[src/rtl/cnt_digit_gen.sv]
`default_nettype none
// ---------------------------------------------------------------------------
// cnt_digit_gen : prescaled, cascadable up/down modulo digit counter
// Rev 1.0
// ---------------------------------------------------------------------------
module cnt_digit_gen #(
   parameter int WIDTH    = 4,
   parameter int PRESCALE = 36000,
   parameter int SRC      = 0
) (
   input  logic             in_clk,
   input  logic             rst,
   input  logic             en,
   input  logic             up_dn,
   input  logic             load,
   input  logic [WIDTH-1:0] load_val,
   input  logic [WIDTH-1:0] lim,
   input  logic             carry_in,
   output logic [WIDTH-1:0] q,
   output logic             co,
   output logic             tick
);

   localparam int PRE_W = (PRESCALE > 1) ? $clog2(PRESCALE) : 1;

   logic             step;
   logic [WIDTH-1:0] next_q;
   logic             next_co;
   logic [WIDTH-1:0] load_q;

   generate
      if (SRC == 0) begin : g_prescaler
         localparam logic [PRE_W-1:0] PRE_LAST = PRE_W'(PRESCALE - 1);

         logic [PRE_W-1:0] pre_cnt;
         logic             pre_wrap;
         logic             unused_carry_in;

         assign unused_carry_in = carry_in;
         assign pre_wrap        = en && (pre_cnt == PRE_LAST);
         assign step            = pre_wrap;

         // A load restarts the prescale phase so the next step is a full period away.
         always_ff @(posedge in_clk or negedge rst) begin
            if (!rst) begin
               pre_cnt <= '0;
               tick    <= 1'b0;
            end else if (load) begin
               pre_cnt <= '0;
               tick    <= 1'b0;
            end else if (pre_wrap) begin
               pre_cnt <= '0;
               tick    <= 1'b1;
            end else begin
               if (en) begin
                  pre_cnt <= pre_cnt + PRE_W'(1);
               end
               tick <= 1'b0;
            end
         end
      end else begin : g_external
         assign step = en & carry_in;
         assign tick = 1'b0;
      end
   endgenerate

   assign load_q = (load_val > lim) ? lim : load_val;

   // q > lim can only arise after lim is lowered at runtime; both directions clamp it.
   always_comb begin
      next_q  = q;
      next_co = 1'b0;
      if (up_dn) begin
         if (q >= lim) begin
            next_q  = '0;
            next_co = 1'b1;
         end else begin
            next_q = q + WIDTH'(1);
         end
      end else begin
         if (q == '0) begin
            next_q  = lim;
            next_co = 1'b1;
         end else if (q > lim) begin
            next_q = lim;
         end else begin
            next_q = q - WIDTH'(1);
         end
      end
   end

   always_ff @(posedge in_clk or negedge rst) begin
      if (!rst) begin
         q  <= '0;
         co <= 1'b0;
      end else if (load) begin
         q  <= load_q;
         co <= 1'b0;
      end else if (step) begin
         q  <= next_q;
         co <= next_co;
      end else begin
         co <= 1'b0;
      end
   end

endmodule
`default_nettype wire

[config.mk]
export PLATFORM = sky130hd
export DESIGN_NAME = cnt_digit_gen
export DESIGN_NICKNAME = d
export VERILOG_FILES = /design/src/rtl/cnt_digit_gen.sv
export SDC_FILE = /design/constraint.sdc
export NUM_CORES = 1
export LEC_CHECK = 0
export ABC_AREA = 1
export CORE_MARGIN = 8
export CORE_UTILIZATION = 50
export DETAILED_ROUTE_END_ITERATION = 8
export GPL_ROUTABILITY_DRIVEN = 0
export PLACE_DENSITY_LB_ADDON = 0.12
export SLEW_MARGIN = 20
export SYNTH_ARGS = -nofsm -noshare
export SYNTH_HDL_FRONTEND = slang
export SYNTH_SLANG_ARGS = --single-unit
[constraint.sdc]
create_clock -name in_clk -period 1.8 [get_ports in_clk]
set_clock_uncertainty 0.1 [all_clocks]
set_input_delay 0.45 -clock in_clk [delete_from_list [all_inputs] [get_ports in_clk]]
set_output_delay 0.45 -clock in_clk [all_outputs]
set_load 0.01 [all_outputs]
# Word-level counts from Yosys, hierarchy flattened
# Index checks and enable logic that the tools add are counted.
# Widths: inputs -> output; s select.
# totals
regBits	22
input_bits	14
output_inout_bits	6
wordCells	32
# classes
add_sub_neg	3
n_eq_ne	1
n_mux	17
order_cmp	3
reduce_logical	4
# ops
operator	count
$mux 16	3
$mux 4	7
$add 16x1->16 const B	1
$eq 16x16->1 const B	1
$gt 4x4->1	2
$mux 1	7
$add 4x1->4 const B	1
$ge 4x4->1	1
$logic_not 4->1	1
$sub 4x1->4 const B	1
$reduce_bool 3->1	1
$reduce_bool 2->1	1
$logic_and 1x1->1	1

# Logic depth before layout (Yosys ltp)
# Gate-level depths: netlist of the first run.
# logic_depth
word_depth	6
ltp_mapped	14
depth_no_buf	14

# Worst setup path after synthesis of the first run
# No wires, ideal clock.
# synth_path
path_type	input -> register
from	in lim[3]
to	reg q[2]
slack_ps	68
path_buffers	0
t_required_ps	1583
setup_time_ps	117
t_arrival_ps	1515
path_stages	9
path_cell_list	inv_1 ha_1 nand2_1 o21ai_1 nand3_1 nand2_1 nor2_1 nor2_1 nand2_1
# synth_between
elab_chain_len	6
# synth_lines
item	line	rtl
from (decl)	17	input logic [WIDTH-1:0] lim,
$gt 4x4->1	84	end else if (q > lim) begin
$mux 4	84	
$mux 4	81	if (q == '0) begin
$mux 4	73	if (up_dn) begin
$mux 4	99	end else if (step) begin
$mux 4 (*)	96	end else if (load) begin
to (signal assigned)	97	q <= load_q;
to (signal assigned)	100	q <= next_q;
to (decl)	19	output logic [WIDTH-1:0] q,
# Mark *: on every way between the ends. The rest lies on a longest branch, timed or not. The select of a mux whose other input is x is not followed.
# A chain may end at the register's enable or synchronous reset.

# Worst setup path in the final report of the first run
# layout_path
from	reg q[1]
to	reg q[1]
# layout_between
elab_chain_len	6
# layout_lines
item	line
$sub 4x1->4 or $gt 4x4->1 (tied branches)	87, 84
$mux 4	84
$mux 4	81
$mux 4 (*)	73
$mux 4 (*)	99
$mux 4 (*)	96
# Marked as above.

==> impl_metrics.csv, run 1 <==
group,metric,value,unit
synthesis,synth-seq-cells,22,
power_and_ir_drop,power_leakage,1.14,nW
power_and_ir_drop,peakVddDrop,0.545,mV
floorplan,die_area,5320,um2
detailed_routing,drt_pre_antenna_iters,4,
setup_path,cpMaxStageDelayCell,"dfrtp_2",
layout,nets,319,
floorplan,floorplan.initialDensity,0.527,
worst_hold_path,hold_path.class,"primary input to async pin",
clocking,cts.sinks,22,
floorplan,io_pins,20,
placement,dpl-instance-area,2080,um2
outcome,status,"finished, final reports clean",
power_and_ir_drop,seq_power_share,0.381,
layout,drive_above_1_share,0.304,
sta,drv_slew,0,
synthesis,ys_warn_count,0,
clocking,cts_root_buf,"clkbuf_4",
detailed_routing,post-route-drc-count,0,
power_and_ir_drop,clock_power_share,0.186,
global_route,grt_start_max_net_pins,23,
floorplan,die_h,73.0,um
synthesis,synth_cell_types,25,
sta,max_freq,564,MHz
detailed_routing,antenna_left,0,
global_route,track_usage,0.178,
power_and_ir_drop,power.internal,931,uW
global_route,grt_pass1_wl,7630,um
setup_path,crit_path_frequent_cell,"nand2_1",
sta,relSlewSlack,0.752,
clocking,cts_buffer_depth,2,
power_and_ir_drop,power_switching,514,uW
setup_path,critical_path_class,"register to register",
detailed_routing,wirelength,4550,um
sta,setup_viol,0,
floorplan,fp.dieW,73.0,um
setup_path,critPathMaxStageDelay,0.43,ns
layout,finalInstanceArea,2380,um2
layout,fill_cells,224,
power_and_ir_drop,total_power,1.45,mW
synthesis,syn_area,1620,um2
layout,n_antenna_cell,0,
setup_path,arrival,1.88,ns
synthesis,synth_top_area_cell,"dfrtp_1",
sta,rsz0062_at_grt,"true",
setup_path,endpoint_kind,"register",
global_route,grt_pass1_vias,1695,
placement,dpl.hpwl,3130,um
layout,syn2layout_area_growth,46.4,%
clocking,worstSkewPairLatency,0.30,ns
setup_path,crit_fanout,5,
power_and_ir_drop,swShare,0.356,
setup_path,start_kind,"register",
sta,final_hold_viol_count,0,
floorplan,fp.coreArea,3080,um2
placement,port_buffers,18,
synthesis,syn_avg_cell_area,6.91,um2
setup_path,required,1.91,ns
detailed_routing,via_count,1768,
power_and_ir_drop,power_per_cell_area,608,nW/um2
detailed_routing,routedWlPerCell,13.5,um
sta,fin_crit,1.77,ns
sta,hold-worst-slack,0.373,ns
sta,max_slew.worst_pin.slew,0.368,ns
floorplan,rows,20,
clocking,cts_tree,"done",
clocking,numCtsBuffers,3,
synthesis,synth_top_area_frac,0.339,
synthesis,seq_area_frac_synth,0.339,
setup_path,rrSetupSlack,0.03,ns
synthesis,syn-instance-count,235,
global_route,antenna_found_initial,0,
power_and_ir_drop,p_comb_frac,0.432,
synthesis,synthTopCellsByArea,"dfrtp_1 (34%), nand2_1 (14%), ha_1 (8.5%)",
setup_path,path_cells,"buf_6, ha_4, nand2_2, nor2_4, inv_2, nand2_4, nand3_1, nand3_2, nand2_1, nand2_1, nand2_1",
detailed_routing,vias_per_cell,5.25,
sta,final.period_utilization,0.984,
job,max-cap-violations,0,
detailed_routing,drt-initial-drc-count,206,
clocking,cts.clk_slew.worst_paths,0.12,ns
synthesis,synth_nets,260,
clocking,htreeDepth,1,
global_route,grt.overflow.total,0,
==> cells in the final DEF, fill, tap and decap left out, types with 5 or more instances in the layout <==
cell type        synthesis  layout
ha_4                     0       6
inv_1                   30      25
nor2_1                  33      30
nand4_1                  7       7
nand2_2                  1       8
a21oi_1                 13       8
nand3_1                 18      15
buf_4                    0      33
nor3_1                  10       9
dfrtp_1                 22      21
nand2_1                 62      51
dlygate4sd2_1            0      11
clkdlybuf4s50_1          0       5
inv_2                    2       7
==> registers in the layout (all words and copies together) (netlist names) <==
signal,cells
g_prescaler.pre_cnt,16
q,4
tick,1
co,1
==> cells by family after synthesis <==
family / Yosys count / synth area share
compound gates: 22 / 0.0717
xor+xnor: 6 / 0.0324
fa+ha+maj: 11 / 0.0848
buf+inv: 33 / 0.0810
flops: 22 / 0.339
simple gates: 141 / 0.391
==> critical path: cells and delay by family, from the launching register on <==
family / cells / cell delay, ns
buf+inv: 2 / 0.19
simple gates: 8 / 0.70
fa+ha+maj: 1 / 0.26
flops: 1 / 0.43
==> final timing paths <==
path                                        start                     end  cells past startpoint
min reg2reg                g_prescaler.pre_cnt[1]  g_prescaler.pre_cnt[1]                      2
min in group in_clk                            en  g_prescaler.pre_cnt[1]                      3
max reg2reg                                  q[1]                    q[1]                     11
max in group asynchronous                     rst                    q[1]                      2
min                                           rst                    q[1]                      2
max                                          q[1]                    q[1]                     11
==> Yosys cell counts <==
library cell / number
buf_6: 1
dfrtp_1: 22
nor2_2: 2
a31oi_1: 1
nand2_1: 62
inv_2: 2
o21ai_0: 4
nor3_1: 10
nand4_2: 1
o21ai_1: 2
o211ai_1: 1
or2_4: 1
a21oi_1: 13
inv_1: 30
xor2_1: 4
ha_1: 11
o31ai_1: 1
xnor2_1: 2
nand2_2: 1
nor4_1: 1
nor3_2: 4
nor2_1: 33
nand3b_1: 1
nand3_1: 18
nand4_1: 7
==> routing by layer <==
| layer | wire length, um | vias to the layer above | share of wire | track usage |
|---|---|---|---|---|
| met4 | 74 | 0 | 0.016 | 0.0311 |
| li1 | - | 880 | - | - |
| met1 | 2140 | 827 | 0.47 | 0.244 |
| met3 | 248 | 8 | 0.055 | 0.0330 |
| met2 | 2090 | 53 | 0.46 | 0.283 |
| met5 | 0 | - | 0 | 0 |
==> stage by stage <==
stage / TNS [ns] / worst slack, ns / instances / util
2_1_floorplan: 0 / 0.0677 / 235 / -
3_3_place_gp: -4.56 / -0.461 / 327 / 0.676
3_5_place_dp: -5.14 / -0.513 / 327 / 0.676
4_1_cts: 0 / 0.00457 / 336 / 0.735
5_1_grt: -0.133 / -0.0758 / 337 / 0.772
6_report: 0 / 0.0280 / 337 / 0.772
==> power by group through the flow <==
stage	clock network (mW)	logic, mW	registers (mW)
detailed placement	0	0.445	0.563
global route	0.299	0.684	0.555
floorplan	0	0.248	0.568
global placement	0	0.441	0.563
finish	0.270	0.625	0.551
CTS	0.276	0.525	0.549
==> timing repair <==
action,4_1_cts,5_1_grt
pin swaps,13,13
hold buffers,0,0
gates resized for setup,36,27
setup buffers,5,2
cloned,0,0
endpoints found under the setup margin,8,13
==> area by class of cell <==
type,instances,area (um2),share of cell area
tap,44,55.1,0.0232
sequential,22,552,0.232
multi-input combinational,180,1150,0.483
clock buffer,4,36.3,0.0153
inverter,32,120,0.0506
timing repair buffer,55,464,0.195
No activity file was read; power rests on OpenSTA's default activity.
==> run 2: changes to the inputs <==
- CORE_MARGIN: 8 -> unset
- SKIP_CTS_REPAIR_TIMING: unset -> 1
==> impl_metrics.csv, run 2 (synthesized netlist as in run 1, its figures left out) <==
group,metric,value,unit
detailed_routing,wirelength,4740,um
global_route,grt_pass1_vias,1576,
power_and_ir_drop,power.internal,919,uW
layout,reg.largest.list,"g_prescaler.pre_cnt (16), q (4)",
clocking,cts_buffer_depth,2,
layout,nets,321,
clocking,worstSkewPairLatency,0.31,ns
setup_path,path_buf_inv,1,
floorplan,die_area,3480,um2
layout,drive_above_1_share,0.285,
sta,final.period_utilization,1.02,
layout,mostFrequentLayoutCell,"nand2_1",
sta,max_slew.worst_pin.slew,0.339,ns
layout,final_cell_mix,"nand2_1 (54), buf_4 (37), nor2_1 (32)",
setup_path,start_kind,"register",
setup_path,required,1.91,ns
setup_path,arrival,1.94,ns
layout,largest_register_ffs,16,
setup_path,cp-startpoint,"q[1]",
power_and_ir_drop,p_comb_frac,0.416,
setup_path,path_cells,"buf_6, ha_4, nand2_2, nand2_1, nand2_1, nand2_2, nand2_4, nand2_2, nand2_1, nand2_1, nand2_1, nand2_1, nand2_1",
detailed_routing,drt-initial-drc-count,97,
floorplan,rows,20,
power_and_ir_drop,power_per_cell_area,599,nW/um2
layout,final_util,0.771,
floorplan,fp.coreArea,3080,um2
job,max-cap-violations,0,
detailed_routing,post-route-drc-count,0,
clocking,htreeDepth,1,
clocking,cts.sinks,22,
power_and_ir_drop,clock_power_share,0.194,
power_and_ir_drop,total_power,1.42,mW
detailed_routing,drt_pre_antenna_iters,4,
floorplan,floorplan.initialDensity,0.527,
floorplan,die_h,59.0,um
power_and_ir_drop,power_leakage,1.22,nW
power_and_ir_drop,seq_power_share,0.391,
global_route,antenna_found_initial,0,
setup_path,endpoint_kind,"register",
setup_path,crit_family,"simple AND/OR/NAND/NOR gates",
sta,setup_slack,-0.0350,ns
sta,fin_crit,1.84,ns
detailed_routing,antenna_left,0,
detailed_routing,routedWlPerCell,14.0,um
global_route,grt_start_max_net_pins,23,
placement,port_buffers,18,
power_and_ir_drop,swShare,0.354,
worst_hold_path,hold_path.class,"primary input to async pin",
setup_path,crit_path_frequent_cell,"nand2_1",
placement,dpl.hpwl,3060,um
setup_path,critPathMaxStageDelay,0.46,ns
clocking,cts.clk_slew.worst_paths,0.12,ns
power_and_ir_drop,peakVddDrop,0.448,mV
setup_path,rr_startpoint,"q[1]",
detailed_routing,via_count,1840,
clocking,cts_tree,"done",
layout,syn2layout_area_growth,46.2,%
sta,setup_viol,4,
sta,rsz0062_at_grt,"true",
sta,drv_slew,0,
sta,tns,-0.0938,ns
layout,n_antenna_cell,0,
sta,max_freq,545,MHz
global_route,track_usage,0.249,
setup_path,crit_fanout,5,
setup_path,cpMaxStageDelayCell,"dfrtp_2",
global_route,grt.overflow.total,0,
outcome,status,"finished with violations",
detailed_routing,vias_per_cell,5.43,
setup_path,critical_path_class,"register to register",
sta,final_hold_viol_count,0,
floorplan,io_pins,20,
floorplan,fp.dieW,59.0,um
global_route,grt_pass1_wl,6630,um
layout,top_register,"g_prescaler.pre_cnt",
clocking,numCtsBuffers,3,
clocking,cts_root_buf,"clkbuf_4",
sta,relSlewSlack,0.773,
outcome,violations,"negative setup slack",
power_and_ir_drop,power_switching,502,uW
==> run 2: changes by cell type in the layout (fill, tap and decap cells not counted), sizes merged <==
cell          previous run  this run
dlymetal6s2s             2        13
dlygate4sd2             11         0
buf                     37        39
==> run 2: power by group through the flow <==
stage	clock network (mW)	logic, mW	registers [mW]
global route	0.298	0.646	0.557
floorplan	0	0.248	0.568
CTS	0.280	0.455	0.553
global placement	0	0.445	0.562
finish	0.275	0.591	0.555
detailed placement	0	0.452	0.563
==> run 2: through the flow <==
stage | hold slack, ns | cells | setup WS [ns] | instance area [um2]
floorplan | 0.0544 | 235 | 0.0677 | 1620
global placement | 0.391 | 329 | -0.461 | 2090
detailed placement | 0.406 | 329 | -0.520 | 2090
CTS | 0.381 | 333 | -0.206 | 2130
global route | 0.400 | 339 | -0.0912 | 2370
finish | 0.371 | 339 | -0.0350 | 2370
==> run 2: cell type report <==
type                       count  area (um2)
inverter                      32         120
timing repair buffer          57         513
sequential                    22         552
multi-input combinational    180        1100
clock buffer                   4        36.3
fill                         231         706
tap                           44        55.1
==> run 2: layer usage <==
metal,vias to the layer above,global-route usage,share of wire,wire length (um)
met5,-,0,0,0
met4,0,0.0544,0.020,95
met3,15,0.0524,0.054,258
met2,74,0.383,0.49,2320
met1,867,0.360,0.44,2070
li1,884,-,-,-
==> run 2: path summary, 6_finish.rpt <==
| path | end | slack, ns | cells past startpoint |
|---|---|---|---|
| setup / recovery | q[2] | -0.04 | 13 |
| hold / removal | q[3] | 0.37 | 2 |
| setup reg to reg | q[2] | -0.04 | 13 |
| hold reg to reg | g_prescaler.pre_cnt[1] | 0.43 | 2 |
| max in group asynchronous | q[1] | 0.99 | 2 |
| min in group in_clk | g_prescaler.pre_cnt[1] | 0.38 | 3 |
